### config.mk
export PLATFORM = sky130hd
export DESIGN_NAME = ball_ctl
export DESIGN_NICKNAME = d
export VERILOG_FILES = /design/src/rtl/ball_ctl.sv
export SDC_FILE = /design/constraint.sdc
export NUM_CORES = 1
export LEC_CHECK = 0
export ABC_CLOCK_PERIOD_IN_PS = 5370
export CAP_MARGIN = 20
export CORE_MARGIN = 2
export CORE_UTILIZATION = 58
export DETAILED_ROUTE_END_ITERATION = 8
export PLACE_DENSITY = 0.89
export SLEW_MARGIN = 5
export SYNTH_ARGS = -nofsm -noshare
export SYNTH_HDL_FRONTEND = slang
export SYNTH_SLANG_ARGS = --single-unit
### constraint.sdc
create_clock -name clk -period 5.37 [get_ports clk]
set_clock_uncertainty 0.15 [all_clocks]
set_input_delay 0.8055 -clock clk [delete_from_list [all_inputs] [get_ports clk]]
set_output_delay 0.8055 -clock clk [all_outputs]
set_load 0.02 [all_outputs]
### src/rtl/ball_ctl.sv
// Game-logic stage ahead of the ball/pad renderer: ball position, velocity, wall/pad bounces and point pulses.
// Optional BALL_SPEEDUP_EN: every 4th pad hit raises the ball speed by one, saturating at 8.
module ball_ctl #(
  parameter int H_RES        = 1024,
  parameter int V_RES        = 768,
  parameter int BALL_SIZE    = 15,
  parameter int PAD_HEIGHT   = 145,
  parameter int PAD_WIDTH    = 15,
  parameter int X_PAD_LEFT   = 30,
  parameter int X_PAD_RIGHT  = 979,
  parameter int BALL_SPEED   = 4,
  parameter int SERVE_FRAMES = 60
) (
  input  logic        clk,
  input  logic        rst,
  input  logic        frame_tick,
  input  logic        start,
  input  logic [9:0]  y_pad_left,
  input  logic [9:0]  y_pad_right,
  output logic [10:0] x_ball,
  output logic [10:0] y_ball,
  output logic        point_left,
  output logic        point_right,
  output logic        in_play
);

  // state  | meaning
  // IDLE   | ball centred, waiting for start
  // SERVE  | ball centred, counting SERVE_FRAMES frame ticks
  // PLAY   | ball moving, bounce/miss evaluated each frame tick
  // SCORED | ball frozen at the exit edge until the next frame tick
  typedef enum logic [1:0] {IDLE, SERVE, PLAY, SCORED} state_t;

  localparam int          CW        = $clog2(SERVE_FRAMES + 1);
  localparam logic [10:0] X_CENTRE  = 11'((H_RES - BALL_SIZE) / 2);
  localparam logic [10:0] Y_CENTRE  = 11'((V_RES - BALL_SIZE) / 2);
  localparam logic [10:0] Y_BOTTOM  = 11'(V_RES - 1 - BALL_SIZE);
  localparam logic [10:0] X_RIGHT   = 11'(H_RES - 1 - BALL_SIZE);
  localparam logic [10:0] X_LBOUNCE = 11'(X_PAD_LEFT + PAD_WIDTH + 1);
  localparam logic [10:0] X_RBOUNCE = 11'(X_PAD_RIGHT - 1 - BALL_SIZE);
  localparam logic [11:0] BS        = 12'(BALL_SIZE);
  localparam logic [11:0] PH        = 12'(PAD_HEIGHT);
  localparam logic [11:0] X_LFACE   = 12'(X_PAD_LEFT + PAD_WIDTH);
  localparam logic [11:0] X_RFACE   = 12'(X_PAD_RIGHT);
  localparam logic [11:0] Y_LIMIT   = 12'(V_RES - 1);
  localparam logic [11:0] X_LIMIT   = 12'(H_RES - 1);

  state_t          state, state_nxt;
  logic [10:0]     x_nxt, y_nxt;
  logic            dx, dx_nxt, dy, dy_nxt;
  logic            dx_serve, dx_serve_nxt;
  logic [CW-1:0]   cnt, cnt_nxt;
  logic            point_left_nxt, point_right_nxt;
  logic [3:0]      speed;

  logic [11:0] x12, y12, spd12, pl12, pr12;
  logic        ov_l, ov_r, pad_l_hit, pad_r_hit, miss_l, miss_r, top_hit, bot_hit;

  // All geometry compares are widened to 12 bits so sums never wrap.
  always_comb begin
    x12       = {1'b0, x_ball};
    y12       = {1'b0, y_ball};
    spd12     = {8'd0, speed};
    pl12      = {2'b0, y_pad_left};
    pr12      = {2'b0, y_pad_right};
    ov_l      = (y12 + BS >= pl12) && (y12 <= pl12 + PH);
    ov_r      = (y12 + BS >= pr12) && (y12 <= pr12 + PH);
    pad_l_hit = !dx && (x12 >= X_LFACE) && (x12 - spd12 <= X_LFACE) && ov_l;
    pad_r_hit = dx && (x12 + BS < X_RFACE) && (x12 + BS + spd12 >= X_RFACE) && ov_r;
    miss_l    = !dx && (x12 <= spd12);
    miss_r    = dx && (x12 + BS + spd12 >= X_LIMIT);
    top_hit   = !dy && (y12 <= spd12);
    bot_hit   = dy && (y12 + BS + spd12 >= Y_LIMIT);
  end

  always_comb begin
    state_nxt       = state;
    x_nxt           = x_ball;
    y_nxt           = y_ball;
    dx_nxt          = dx;
    dy_nxt          = dy;
    dx_serve_nxt    = dx_serve;
    cnt_nxt         = cnt;
    point_left_nxt  = 1'b0;
    point_right_nxt = 1'b0;
    case (state)
      IDLE: begin
        x_nxt = X_CENTRE;
        y_nxt = Y_CENTRE;
        if (start) begin
          cnt_nxt   = CW'(SERVE_FRAMES - 1);
          state_nxt = SERVE;
        end
      end
      SERVE: begin
        x_nxt = X_CENTRE;
        y_nxt = Y_CENTRE;
        if (frame_tick) begin
          if (cnt == '0) begin
            dx_nxt    = dx_serve;
            dy_nxt    = 1'b0;
            state_nxt = PLAY;
          end else begin
            cnt_nxt = cnt - CW'(1);
          end
        end
      end
      PLAY: begin
        if (frame_tick) begin
          if (top_hit) begin
            y_nxt  = '0;
            dy_nxt = 1'b1;
          end else if (bot_hit) begin
            y_nxt  = Y_BOTTOM;
            dy_nxt = 1'b0;
          end else if (dy) begin
            y_nxt = y_ball + {7'd0, speed};
          end else begin
            y_nxt = y_ball - {7'd0, speed};
          end
          // Pad contact outranks a miss evaluated in the same tick.
          if (pad_l_hit) begin
            x_nxt  = X_LBOUNCE;
            dx_nxt = 1'b1;
          end else if (pad_r_hit) begin
            x_nxt  = X_RBOUNCE;
            dx_nxt = 1'b0;
          end else if (miss_l) begin
            x_nxt           = '0;
            point_right_nxt = 1'b1;
            dx_serve_nxt    = 1'b0;
            state_nxt       = SCORED;
          end else if (miss_r) begin
            x_nxt          = X_RIGHT;
            point_left_nxt = 1'b1;
            dx_serve_nxt   = 1'b1;
            state_nxt      = SCORED;
          end else if (dx) begin
            x_nxt = x_ball + {7'd0, speed};
          end else begin
            x_nxt = x_ball - {7'd0, speed};
          end
        end
      end
      SCORED: begin
        if (frame_tick) begin
          x_nxt     = X_CENTRE;
          y_nxt     = Y_CENTRE;
          dy_nxt    = 1'b0;
          state_nxt = IDLE;
        end
      end
      default: state_nxt = IDLE;
    endcase
  end

  always_ff @(posedge clk) begin
    if (rst) begin
      state       <= IDLE;
      x_ball      <= X_CENTRE;
      y_ball      <= Y_CENTRE;
      dx          <= 1'b1;
      dy          <= 1'b0;
      dx_serve    <= 1'b1;
      cnt         <= '0;
      point_left  <= 1'b0;
      point_right <= 1'b0;
    end else begin
      state       <= state_nxt;
      x_ball      <= x_nxt;
      y_ball      <= y_nxt;
      dx          <= dx_nxt;
      dy          <= dy_nxt;
      dx_serve    <= dx_serve_nxt;
      cnt         <= cnt_nxt;
      point_left  <= point_left_nxt;
      point_right <= point_right_nxt;
    end
  end

`ifdef BALL_SPEEDUP_EN
  logic [3:0] speed_nxt;
  logic [2:0] hit_cnt, hit_cnt_nxt;

  always_comb begin
    speed_nxt   = speed;
    hit_cnt_nxt = hit_cnt;
    if (state == IDLE && start) begin
      speed_nxt   = 4'(BALL_SPEED);
      hit_cnt_nxt = '0;
    end else if (state == PLAY && frame_tick && (pad_l_hit || pad_r_hit)) begin
      hit_cnt_nxt = hit_cnt + 3'd1;
      if (hit_cnt[1:0] == 2'd3 && speed < 4'd8) speed_nxt = speed + 4'd1;
    end
  end

  always_ff @(posedge clk) begin
    if (rst) begin
      speed   <= 4'(BALL_SPEED);
      hit_cnt <= '0;
    end else begin
      speed   <= speed_nxt;
      hit_cnt <= hit_cnt_nxt;
    end
  end
`else
  assign speed = 4'(BALL_SPEED);
`endif

  assign in_play = (state == SERVE) || (state == PLAY);

endmodule
Yosys cells after proc, flatten, opt, wreduce, memory -nomap -nowiden
Cells that the tools add are included.
{"block": "word_totals", "register_bits": 35, "romBits": 0, "output_inout_bits": 25, "wordCells": 126, "memories": 0, "ram_bits": 0, "latch_bits": 0}
{"block": "classes", "n_mux": 45, "reduce_logical": 30, "order_cmp": 12, "div_mod_pow": 0, "mul": 0, "n_eq_ne": 14, "shift": 0, "bitwise_logic": 4, "n_addsub": 12}
{"operator": "$mux 11", "n": 12}
{"operator": "$pmux 11 s3", "n": 2}
{"operator": "$ge 12x10->1 const B", "n": 3}
{"operator": "$add 11x4->12 const B", "n": 2}
{"operator": "$add 12x3->12 const B", "n": 2}
{"operator": "$ge 12x10->1", "n": 2}
{"operator": "$add 10x8->11 const B", "n": 2}
{"operator": "$add 11x3->11 const B", "n": 2}
{"operator": "$le 11x11->1", "n": 2}
{"operator": "$le 11x3->1 const B", "n": 2}
{"operator": "$sub 11x3->11 const B", "n": 2}
{"operator": "$mux 2", "n": 9}
{"operator": "$mux 6", "n": 3}
{"operator": "$ne 2x2->1 const B", "n": 8}
{"operator": "$mux 1", "n": 15}
{"operator": "$le 12x6->1 const B", "n": 1}
{"operator": "$logic_and 1x1->1", "n": 12}
{"operator": "$lt 12x10->1 const B", "n": 1}
{"operator": "$pmux 6 s2", "n": 1}
{"operator": "$sub 11x3->12 const B", "n": 1}
{"operator": "$ge 11x6->1 const B", "n": 1}
{"operator": "$reduce_and 5->1", "n": 2}
{"operator": "$ne 3x3->1 const B", "n": 3}
{"operator": "$pmux 2 s4", "n": 1}
{"operator": "other kinds (19)", "n": 26}

Longest topological paths before layout
Gate-level depths: netlist of the first run.
{"block": "logic_depth", "word_depth": 10, "ltp_mapped": 16}

Worst setup path before layout of the first run
No wires, ideal clock.
{"block": "synth_path", "path_type": "flip-flop to flip-flop", "from": "reg y_ball[2]", "to": "reg dx_serve", "arrival_time_ps": 3688, "required_time_ps": 5098, "path_buffers": 1, "stages_incl_launch_ff": 15, "setup_ps": 122, "path_slack_ps": 1410, "cell_sequence": "dfxtp_1 -> buf_2 -> inv_1 -> ha_1 -> nand3b_1 -> or3_1 -> and2_1 -> inv_1 -> ha_1 -> a21oi_1 -> nor2b_1 -> o311a_2 -> or2b_4 -> or3_1 -> a221o_1"}
{"block": "synth_via", "elab_chain_len": 6, "elab_cells_between_ends": 12}
{"element": "from (decl)", "line": "21", "text": "output logic [10:0] y_ball,"}
{"element": "from (signal assigned)", "line": "171", "text": "y_ball <= y_nxt;"}
{"element": "$add 11x4->12", "line": "66, 67"}
{"element": "$ge 12x10->1, on equally long branches", "line": "67, 66"}
{"element": "$logic_and 1x1->1, on equally long branches", "line": "67, 66"}
{"element": "$logic_and 1x1->1, on equally long branches", "line": "69, 68"}
{"element": "$not 1->1 (no line)"}
{"element": "$reduce_and 5->1 (no line) *"}
{"element": "to (signal assigned)", "line": "174", "text": "dx_serve <= dx_serve_nxt;"}
{"element": "to (decl)", "line": "51", "text": "logic dx_serve, dx_serve_nxt;"}
Every way passes the cells marked *; elsewhere a longest branch is shown, timed or not.
A chain may end at the register's enable or synchronous reset.

Worst setup path after layout of the first run
{"block": "layout_path", "from": "in y_pad_right[0]", "to": "reg x_ball[4]"}
{"block": "layout_via", "elab_chain_len": 8, "elab_cells_between_ends": 9}
{"element": "from (decl)", "line": "19", "text": "input logic [9:0] y_pad_right,"}
{"element": "$add 10x8->11", "line": "67", "text": "ov_r = (y12 + BS >= pr12) && (y12 <= pr12 + PH);"}
{"element": "$le 11x11->1", "line": "67"}
{"element": "$logic_and 1x1->1 *", "line": "67"}
{"element": "$logic_and 1x1->1 *", "line": "69", "text": "pad_r_hit = dx && (x12 + BS < X_RFACE) && (x12 + BS + spd12 >= X_RFACE) && ov_r;"}
{"element": "$mux 11 *", "line": "125", "text": "end else if (pad_r_hit) begin"}
{"element": "$mux 11 *", "line": "122", "text": "if (pad_l_hit) begin"}
{"element": "$mux 11 *", "line": "109", "text": "if (frame_tick) begin"}
{"element": "$pmux 11 s3 *", "line": "86", "text": "case (state)"}
{"element": "to (signal assigned)", "line": "170", "text": "x_ball <= x_nxt;"}
{"element": "to (decl)", "line": "20", "text": "output logic [10:0] x_ball,"}
Every way passes the cells marked *; elsewhere a longest branch is shown, timed or not. The select of a mux whose other input is x is not followed.

==> flow_summary.yaml, run 1 <==
setup_path:
  worstPathRequired_ns: 5.40
  crit_chain: "clkdlybuf4s50_1 -> ha_1 -> and3_1 -> o21ai_0 -> o21a_1 -> or3_1 -> ha_1 -> a211o_1 -> a21oi_1 -> o21ai_0 -> o21ai_0 -> and4b_2 -> nand2_1 -> nor2_1 -> o21ai_0 -> a31o_2"
  setup.worst_path.end_class: "flip-flop"
  critical_path.startpoint_type: "primary input"
  critical_path_peak_fanout: 6
  path_common_cell: "sky130_fd_sc_hd__o21ai_0"
  worstPathArrival_ns: 4.67
  worst_path_largest_cell_delay_ns: 0.56
  critPathSlowestCell: "sky130_fd_sc_hd__clkdlybuf4s50_1"
  criticalPathCategory: "in -> reg"
finish:
  layout.cells.most_common_list: "sky130_fd_sc_hd__ha_1, sky130_fd_sc_hd__nand2_1, sky130_fd_sc_hd__clkdlybuf4s50_1"
  layout-area-overhead-vs-synth_pct: 12.07
  antenna_cells: 0
  finish.net_count: 678
  post_route_cells_drive_above_1_share_pct: 7.846
  final_common_cell: "sky130_fd_sc_hd__ha_1"
  layout.filler_cells: 625
sta:
  rsz0062_at_grt: "no"
  final_hold_viol_count: 0
  post-route-min-period_ns: 4.642
  tns_ns: 0
  drv_slew: 0
  worst_slew_margin_rel_pct: 36.86
  max_clock_freq_ghz: 0.2154
  finalCritPeriodShare_pct: 86.43
  worstMarginPinSlew_ns: 0.9399
  final-setup-viol-count: 0
min_path:
  timing.hold.worst.class: "reg -> reg"
clock_network:
  numClockSinks: 33
  clkLatencyLatePin_ns: 0.29
  cts.root.buffer_cell: "sky130_fd_sc_hd__clkbuf_8"
  clock_pin_slew_worst_setup_and_hold_paths_ns: 0.06
  tritoncts_clock_tree: "done"
  cts-hold-fix-buffers: 0
  tritoncts.num_buffers: 5
  count_of_buffers_added_by_post_cts_timing_repair_for_setup: 0
  clock_path_buffers: 2
  cts_resized: 0
  cts_max_level: 2
global_route:
  grt_max_degree: 32
  overflow: 0
  antenna_found_initial: 0
  via_count_of_the_first_global_routing_pass: 4367
  total_track_usage_pct: 28.66
  grt_first_pass_wirelength_um: 20110
routing:
  dr_wl_cell_um: 16.66
  ant_nets: 0
  finalWirelength_um: 11630
  drtIter0Drc: 335
  route.vias.total: 4542
  firstDrtPassIters: 5
  via_density_per_instance: 6.507
  detail_route.drc_violations: 0
logic_synthesis:
  ys_top_cells_by_area: "sky130_fd_sc_hd__ha_1, sky130_fd_sc_hd__dfxtp_1, sky130_fd_sc_hd__xnor2_1"
  synth_cell_type_count: 83
  postSynthAreaPerCell_sq_um: 7.533
  synth_compound_gate_area_share_pct: 25.94
  synthesis.area_sq_um: 4332
  synthXorXnorAreaFrac_pct: 6.672
  async_flop_share_pct: 0
  share_of_synthesized_cell_area_in_and_or_nand_and_nor_gates_pct: 26.40
  multiplexer_share_of_the_synthesized_area_pct: 2.513
  synth.yosys.seq_area_share_pct: 15.25
  yosys.area_share.adder_pct: 15.89
  yosys_warnings: 0
  number_of_synthesized_flops_with_an_enable_pin: 0
  synth_top_flop_cell: "sky130_fd_sc_hd__dfxtp_1"
  synth_top_area_share_pct: 15.89
  synthesis.instances: 575
  synth.ff_latch_count: 33
  netlist.top_cell.by_area: "sky130_fd_sc_hd__ha_1"
  synth_top_family_by_area: "simple AND/OR/NAND/NOR gates"
power_and_ir_drop:
  power.static_leakage_nw: 1.859
  max-vdd-ir-drop_uv: 305.6
  power-per-cell-area_nw_per_um2: 263.3
  post-layout-total-power_mw: 1.278
floorplanning:
  floorplan.die_area_sq_um: 8176
  pin_count: 49
  core_area_sq_um: 7253
  fp-row-count: 31
  die_height_um: 90.42
  die_width_um: 90.42
  initial_utilization_pct: 59.72
placed_design:
  finalWeightedCongestion: 0.9956
  portBuffers: 46
  place_hpwl_um: 8615
job:
  maxCapViolCount: 0
status:
  result_of_the_run: "complete, no violations"
-- through the flow --
stage	area [sq um]	cells	setup WS (ns)	hold WS [ns]	util (%)
final	4855	698	0.7285	0.3479	66.93
after global routing	4855	698	0.3897	0.3778	66.93
after CTS	4842	696	0.7977	0.3515	66.76
after detailed placement	4756	689	0.5113	0.3279	65.57
after global placement	4756	689	0.6152	0.3252	65.57
after floorplan	4335	576	1.410	0.3050	-
-- cells in the mapped netlist, types with 4 or more instances --
| library cell | count |
|---|---|
| sky130_fd_sc_hd__o31ai_1 | 7 |
| sky130_fd_sc_hd__a211oi_1 | 5 |
| sky130_fd_sc_hd__o21bai_1 | 4 |
| sky130_fd_sc_hd__inv_1 | 36 |
| sky130_fd_sc_hd__clkbuf_1 | 12 |
| sky130_fd_sc_hd__nand3_1 | 26 |
| sky130_fd_sc_hd__or4_1 | 7 |
| sky130_fd_sc_hd__ha_1 | 55 |
| sky130_fd_sc_hd__nand2_1 | 51 |
| sky130_fd_sc_hd__nand2b_1 | 4 |
| sky130_fd_sc_hd__o21a_1 | 4 |
| sky130_fd_sc_hd__a21o_1 | 4 |
| sky130_fd_sc_hd__a21oi_1 | 33 |
| sky130_fd_sc_hd__a22oi_1 | 4 |
| sky130_fd_sc_hd__nor2_1 | 40 |
| sky130_fd_sc_hd__dfxtp_1 | 33 |
| sky130_fd_sc_hd__nor4_1 | 4 |
| sky130_fd_sc_hd__nor2b_1 | 4 |
| sky130_fd_sc_hd__a221o_1 | 4 |
| sky130_fd_sc_hd__and3_1 | 6 |
| sky130_fd_sc_hd__o211ai_1 | 5 |
| sky130_fd_sc_hd__buf_2 | 14 |
| sky130_fd_sc_hd__mux2i_1 | 5 |
| sky130_fd_sc_hd__nand3b_1 | 5 |
| sky130_fd_sc_hd__a31oi_1 | 8 |
| sky130_fd_sc_hd__o21ai_0 | 29 |
| sky130_fd_sc_hd__xor2_1 | 4 |
| sky130_fd_sc_hd__or3_1 | 7 |
| sky130_fd_sc_hd__o21ai_1 | 7 |
| sky130_fd_sc_hd__nand4_1 | 9 |
| sky130_fd_sc_hd__xnor2_1 | 29 |
| sky130_fd_sc_hd__o22ai_1 | 4 |
| sky130_fd_sc_hd__nor3_1 | 25 |
| sky130_fd_sc_hd__o32a_1 | 4 |
-- worst max-delay path, delay by kind of cell --
family / cells / cell delay (ns)
AO/OA/AOI/OAI: 8 / 1.55
adder cells (fa/ha/maj): 2 / 0.55
AND/OR/NAND/NOR: 5 / 1.22
buffers and inverters: 1 / 0.56
-- layout make-up --
type	instances	area [sq um]	area share, %
Sequential cell	33	660.6	13.61
Tap cell	99	123.9	2.552
Clock buffer	7	86.33	1.778
Inverter	36	135.1	2.784
Multi-Input combinational cell	473	3361	69.23
Timing Repair Buffer	50	488.0	10.05
-- sequential cells by signal, indices dropped and copies added, names as in the netlist --
name / count
dy: 1
x_ball: 11
y_ball: 9
state: 2
cnt: 6
point_right: 1
point_left: 1
dx_serve: 1
dx: 1
-- where the power goes --
part / switching, mW / internal (mW) / total, mW
clock: 0.0841 / 0.102 / 0.186
sequential: 0.0730 / 0.283 / 0.356
combinational: 0.421 / 0.315 / 0.736
-- kinds of logic after synthesis --
kind of cell | Yosys count
other | 1
DFF | 33
muxes | 9
buffers and inverters | 70
AOI/OAI and AO/OA | 159
xor gates and xnor gates | 33
and+or+nand+nor | 215
adders and majority gates | 55
-- per-layer routing --
metal	up-vias	wire length [um]	track usage, %
li1	2179	-	-
met1	2095	4955	38.03
met2	241	5517	47.87
met3	27	924	3.840
met4	0	232	9.744
met5	-	0	0
-- path summary, 6_finish.rpt --
path	start	to	slack, ns	depth (start not counted)
worst max-delay path	y_pad_right[0]	x_ball[4]	0.73	16
worst min-delay path	dx_serve	dx_serve	0.35	1
worst max register to register	y_ball[3]	dx_serve	0.84	13
worst min register to register	dx_serve	dx_serve	0.35	1
Note: power is estimated with default switching activity, not from simulation.
==> run 2, diff against run 1 <==
CAP_MARGIN = 0   (was 20)
==> flow_summary.yaml, run 2 (synthesized netlist as in run 1, its figures left out) <==
routing:
  detail_route.drc_violations: 0
  finalWirelength_um: 11710
  drtIter0Drc: 316
  route.vias.total: 4565
  ant_nets: 0
  dr_wl_cell_um: 16.82
  firstDrtPassIters: 5
  via_density_per_instance: 6.559
sta:
  final-setup-viol-count: 0
  max_clock_freq_ghz: 0.2148
  finalCritPeriodShare_pct: 86.70
  post-route-min-period_ns: 4.656
  drv_slew: 0
  tns_ns: 0
  worst_slew_margin_rel_pct: 21.47
  final_hold_viol_count: 0
  worstMarginPinSlew_ns: 1.167
  rsz0062_at_grt: "no"
floorplanning:
  core_area_sq_um: 7253
  die_width_um: 90.42
  pin_count: 49
  initial_utilization_pct: 59.72
  fp-row-count: 31
  floorplan.die_area_sq_um: 8176
  die_height_um: 90.42
finish:
  max_flop_register: "x_ball"
  layout-area-overhead-vs-synth_pct: 11.79
  post_route_cells_drive_above_1_share_pct: 7.538
  layout.filler_cells: 626
  final_common_cell: "sky130_fd_sc_hd__ha_1"
  final-instance-count-excl-fill: 696
  antenna_cells: 0
  largest_register_ff_count: 11
  layout.cells.most_common_list: "sky130_fd_sc_hd__ha_1, sky130_fd_sc_hd__nand2_1, sky130_fd_sc_hd__clkdlybuf4s50_1"
  finish.net_count: 676
  biggestRegsByFlops: "x_ball: 11 flops, y_ball: 9 flops, cnt: 6 flops"
placed_design:
  place_hpwl_um: 8615
  post-place-cells: 689
  finalWeightedCongestion: 0.9956
  portBuffers: 46
setup_path:
  worstPathRequired_ns: 5.40
  setup.worst_path.end_class: "flip-flop"
  critical_path.startpoint_type: "primary input"
  criticalPathCategory: "in -> reg"
  critical_path_peak_fanout: 6
  worstPathArrival_ns: 4.69
global_route:
  via_count_of_the_first_global_routing_pass: 4367
  overflow: 0
  total_track_usage_pct: 28.66
  grt_max_degree: 32
  antenna_found_initial: 0
  grt_first_pass_wirelength_um: 20110
clock_network:
  cts_resized: 0
  clock_path_buffers: 2
  cts.root.buffer_cell: "sky130_fd_sc_hd__clkbuf_8"
  tritoncts_clock_tree: "done"
  numClockSinks: 33
  cts_max_level: 2
  clock_pin_slew_worst_setup_and_hold_paths_ns: 0.06
  cts-hold-fix-buffers: 0
  count_of_buffers_added_by_post_cts_timing_repair_for_setup: 0
  tritoncts.num_buffers: 5
  clkLatencyLatePin_ns: 0.29
power_and_ir_drop:
  power.static_leakage_nw: 1.849
  power-per-cell-area_nw_per_um2: 264.0
  max-vdd-ir-drop_uv: 306.1
job:
  maxCapViolCount: 0
status:
  result_of_the_run: "complete, no violations"
min_path:
  timing.hold.worst.class: "reg -> reg"
==> run 2: worst paths after layout <==
check	start	to	slack [ns]	depth (start not counted)
setup / recovery	y_pad_right[0]	x_ball[4]	0.71	16
hold / removal	dx_serve	dx_serve	0.35	1
setup reg to reg	y_ball[3]	dx_serve	0.82	13
hold reg to reg	dx_serve	dx_serve	0.35	1
==> run 2: critical path, cell delays in order <==
cell and delay (ns):
sky130_fd_sc_hd__clkdlybuf4s50_1 0.56, sky130_fd_sc_hd__ha_1 0.23, sky130_fd_sc_hd__and3_1 0.20, sky130_fd_sc_hd__o21ai_0 0.13, sky130_fd_sc_hd__o21a_1 0.22, sky130_fd_sc_hd__or3_1 0.33
sky130_fd_sc_hd__ha_1 0.33, sky130_fd_sc_hd__a211o_1 0.31, sky130_fd_sc_hd__a21oi_1 0.11, sky130_fd_sc_hd__o21ai_0 0.09, sky130_fd_sc_hd__o21ai_0 0.28, sky130_fd_sc_hd__and4b_2 0.30
sky130_fd_sc_hd__nand2_1 0.06, sky130_fd_sc_hd__nor2_1 0.33, sky130_fd_sc_hd__o21ai_0 0.15, sky130_fd_sc_hd__a31o_2 0.26
==> run 2: metal layers <==
layer  part of all wire, %  global-route usage [%]  up-vias
li1                      -                       -     2180
met1                    43                   38.03     2117
met2                    47                   47.87      233
met3                   8.4                   3.840       35
met4                   2.2                   9.744        0
met5                     0                       0        -
==> run 2: power by group <==
group	internal, mW	leakage [nW]	total (mW)	switching [mW]
clock	0.102	0.0443	0.187	0.0851
combinational	0.313	1.54	0.735	0.422
sequential	0.283	0.268	0.357	0.0738
total	0.697	1.85	1.28	0.581
==> run 2: area by class of cell <==
class                      instances  area [sq um]  share of cell area (%)
multi-input combinational        473          3361                   69.41
sequential                        33         660.6                   13.64
timing repair buffer              48         475.5                   9.819
inverter                          36         135.1                   2.791
tap                               99         123.9                   2.558
clock buffer                       7         86.33                   1.783
==> run 2: metrics by stage <==
stage / instance area [sq um] / hold slack (ns) / util (%) / worst slack (ns) / power [mW]
after floorplan: 4335 / 0.3050 / - / 1.410 / 0.8986
after global placement: 4756 / 0.3252 / 65.57 / 0.6152 / 1.042
after detailed placement: 4756 / 0.3279 / 65.57 / 0.5113 / 1.078
after CTS: 4842 / 0.3515 / 66.76 / 0.7977 / 1.268
after global routing: 4842 / 0.3778 / 66.76 / 0.3393 / 1.390
final: 4842 / 0.3458 / 66.76 / 0.7140 / 1.279
==> run 3, diff against run 2 <==
CAP_MARGIN = unset   (was 0)
RECOVER_POWER = 100   (was unset)
==> flow_summary.yaml, run 3 (synthesized netlist as in run 1, its figures left out) <==
clock_network:
  cts_resized: 0
  cts-hold-fix-buffers: 0
  tritoncts_clock_tree: "done"
  cts.root.buffer_cell: "sky130_fd_sc_hd__clkbuf_8"
  clock_pin_slew_worst_setup_and_hold_paths_ns: 0.07
  tritoncts.num_buffers: 5
  count_of_buffers_added_by_post_cts_timing_repair_for_setup: 0
  numClockSinks: 33
  clkLatencyLatePin_ns: 0.29
  clock_path_buffers: 2
  cts_max_level: 2
job:
  maxCapViolCount: 0
placed_design:
  placement.cell_area_sq_um: 4756
  portBuffers: 46
  finalWeightedCongestion: 0.9956
  place_hpwl_um: 8615
  pre_cts_slack_ns: 0.5113
finish:
  finalInstanceArea_sq_um: 4820
  finish.net_count: 676
  post_route_cells_drive_above_1_share_pct: 6.533
  biggestRegsByFlops: "x_ball: 11 flops, y_ball: 9 flops, cnt: 6 flops"
  max_flop_register: "x_ball"
  layout.cells.most_common_list: "sky130_fd_sc_hd__ha_1, sky130_fd_sc_hd__nand2_1, sky130_fd_sc_hd__nor2_1"
  final_common_cell: "sky130_fd_sc_hd__ha_1"
  antenna_cells: 0
  layout-area-overhead-vs-synth_pct: 11.27
  layout.core_utilization_pct: 66.45
  largest_register_ff_count: 11
floorplanning:
  pin_count: 49
  die_width_um: 90.42
  core_area_sq_um: 7253
  die_height_um: 90.42
  floorplan.die_area_sq_um: 8176
  fp-row-count: 31
  initial_utilization_pct: 59.72
power_and_ir_drop:
  comb_power_share_pct: 57.2
  p_sw_uw: 579.8
  power-per-cell-area_nw_per_um2: 263.4
  power.clock.fraction_pct: 14.7
  power.static_leakage_nw: 1.854
  max-vdd-ir-drop_uv: 297.5
  power.internal_uw: 689.9
  post-layout-total-power_mw: 1.270
  netSwitchingFraction_pct: 45.66
  power.sequential.fraction_pct: 28.1
setup_path:
  crit_path_start: "y_pad_right[0]"
  r2r_start: "y_ball[3]"
  worst-r2r-setup-slack_ns: 0.81
  criticalPathCategory: "in -> reg"
  worstPathRequired_ns: 5.41
  regToRegEndpoint: "x_ball[1]"
  critical_path_peak_fanout: 9
  critical_path.startpoint_type: "primary input"
  timing.critical_path.to: "x_ball[0]"
  r2r.worst_path.cells: 15
  worstPathArrival_ns: 4.78
  setup.worst_path.end_class: "flip-flop"
global_route:
  grt_first_pass_wirelength_um: 20110
  overflow: 0
  total_track_usage_pct: 28.66
  grt_max_degree: 32
  antenna_found_initial: 0
  via_count_of_the_first_global_routing_pass: 4367
min_path:
  timing.hold.worst.class: "reg -> reg"
sta:
  max_clock_freq_ghz: 0.2108
  final-setup-viol-count: 0
  final_critical_path_setup_slack_ns: 0.6251
  finalCritPeriodShare_pct: 88.36
  rsz0062_at_grt: "no"
  drv_slew: 0
  tns_ns: 0
  worst_slew_margin_rel_pct: 19.11
  final_hold_viol_count: 0
  worstMarginPinSlew_ns: 1.202
  post-route-min-period_ns: 4.745
routing:
  via_density_per_instance: 6.593
  detail_route.drc_violations: 0
  firstDrtPassIters: 5
  route.vias.total: 4589
  dr_wl_cell_um: 16.92
  ant_nets: 0
  finalWirelength_um: 11780
  drtIter0Drc: 312
status:
  result_of_the_run: "complete, no violations"
==> run 3: changes by cell type in the layout (fill, tap and decap cells not counted), sizes merged <==
cell / delta
clkdlybuf4s50: -26
dlygate4sd3: +26
==> run 3: worst min path at each step <==
stage / from / to / slack (ns) / cells after the start
finish: dx_serve / dx_serve / 0.35 / 1
global route: dx_serve / dx_serve / 0.38 / 1
CTS: dx_serve / dx_serve / 0.35 / 1
detailed placement: dx_serve / dx_serve / 0.33 / 1
global placement: dx_serve / dx_serve / 0.33 / 1
floorplan: dx_serve / dx_serve / 0.31 / 1
==> run 3: critical path: stages <==
cell	delay [ns]
sky130_fd_sc_hd__dlygate4sd3_1	0.63
sky130_fd_sc_hd__ha_1	0.23
sky130_fd_sc_hd__and3_1	0.20
sky130_fd_sc_hd__o21ai_0	0.13
sky130_fd_sc_hd__o21a_1	0.22
sky130_fd_sc_hd__or3_1	0.33
sky130_fd_sc_hd__ha_1	0.33
sky130_fd_sc_hd__a211o_1	0.30
sky130_fd_sc_hd__a21oi_1	0.11
sky130_fd_sc_hd__o21ai_0	0.09
sky130_fd_sc_hd__o21ai_0	0.28
sky130_fd_sc_hd__and4b_2	0.28
sky130_fd_sc_hd__a21boi_0	0.10
sky130_fd_sc_hd__o21ai_2	0.34
sky130_fd_sc_hd__o31ai_1	0.11
sky130_fd_sc_hd__a32o_2	0.31
==> run 3: cell type report <==
class / instances / area, sq um
multi-input combinational: 473 / 3338
fill: 636 / 2434
sequential: 33 / 660.6
timing repair buffer: 48 / 475.5
inverter: 36 / 135.1
tap: 99 / 123.9
clock buffer: 7 / 86.33
==> run 3: metal layers <==
metal | global-route usage [%] | up-vias | part of all wire [%]
met4 | 9.744 | 0 | 1.9
met2 | 47.87 | 255 | 47
met3 | 3.840 | 35 | 8.3
li1 | - | 2178 | -
met1 | 38.03 | 2121 | 43
met5 | 0 | - | 0
==> run 3: through the flow <==
| stage | cells | hold WS (ns) |
|---|---|---|
| floorplan | 576 | 0.3050 |
| global placement | 689 | 0.3252 |
| detailed placement | 689 | 0.3279 |
| CTS | 696 | 0.3515 |
| global route | 696 | 0.3778 |
| finish | 696 | 0.3457 |
==> run 3: power groups by stage <==
stage,registers (mW),logic (mW),clock network (mW)
4_1_cts,0.353,0.725,0.190
3_3_place_gp,0.356,0.686,0
5_1_grt,0.362,0.817,0.202
3_5_place_dp,0.358,0.719,0
6_report,0.357,0.726,0.187
2_1_floorplan,0.333,0.566,0
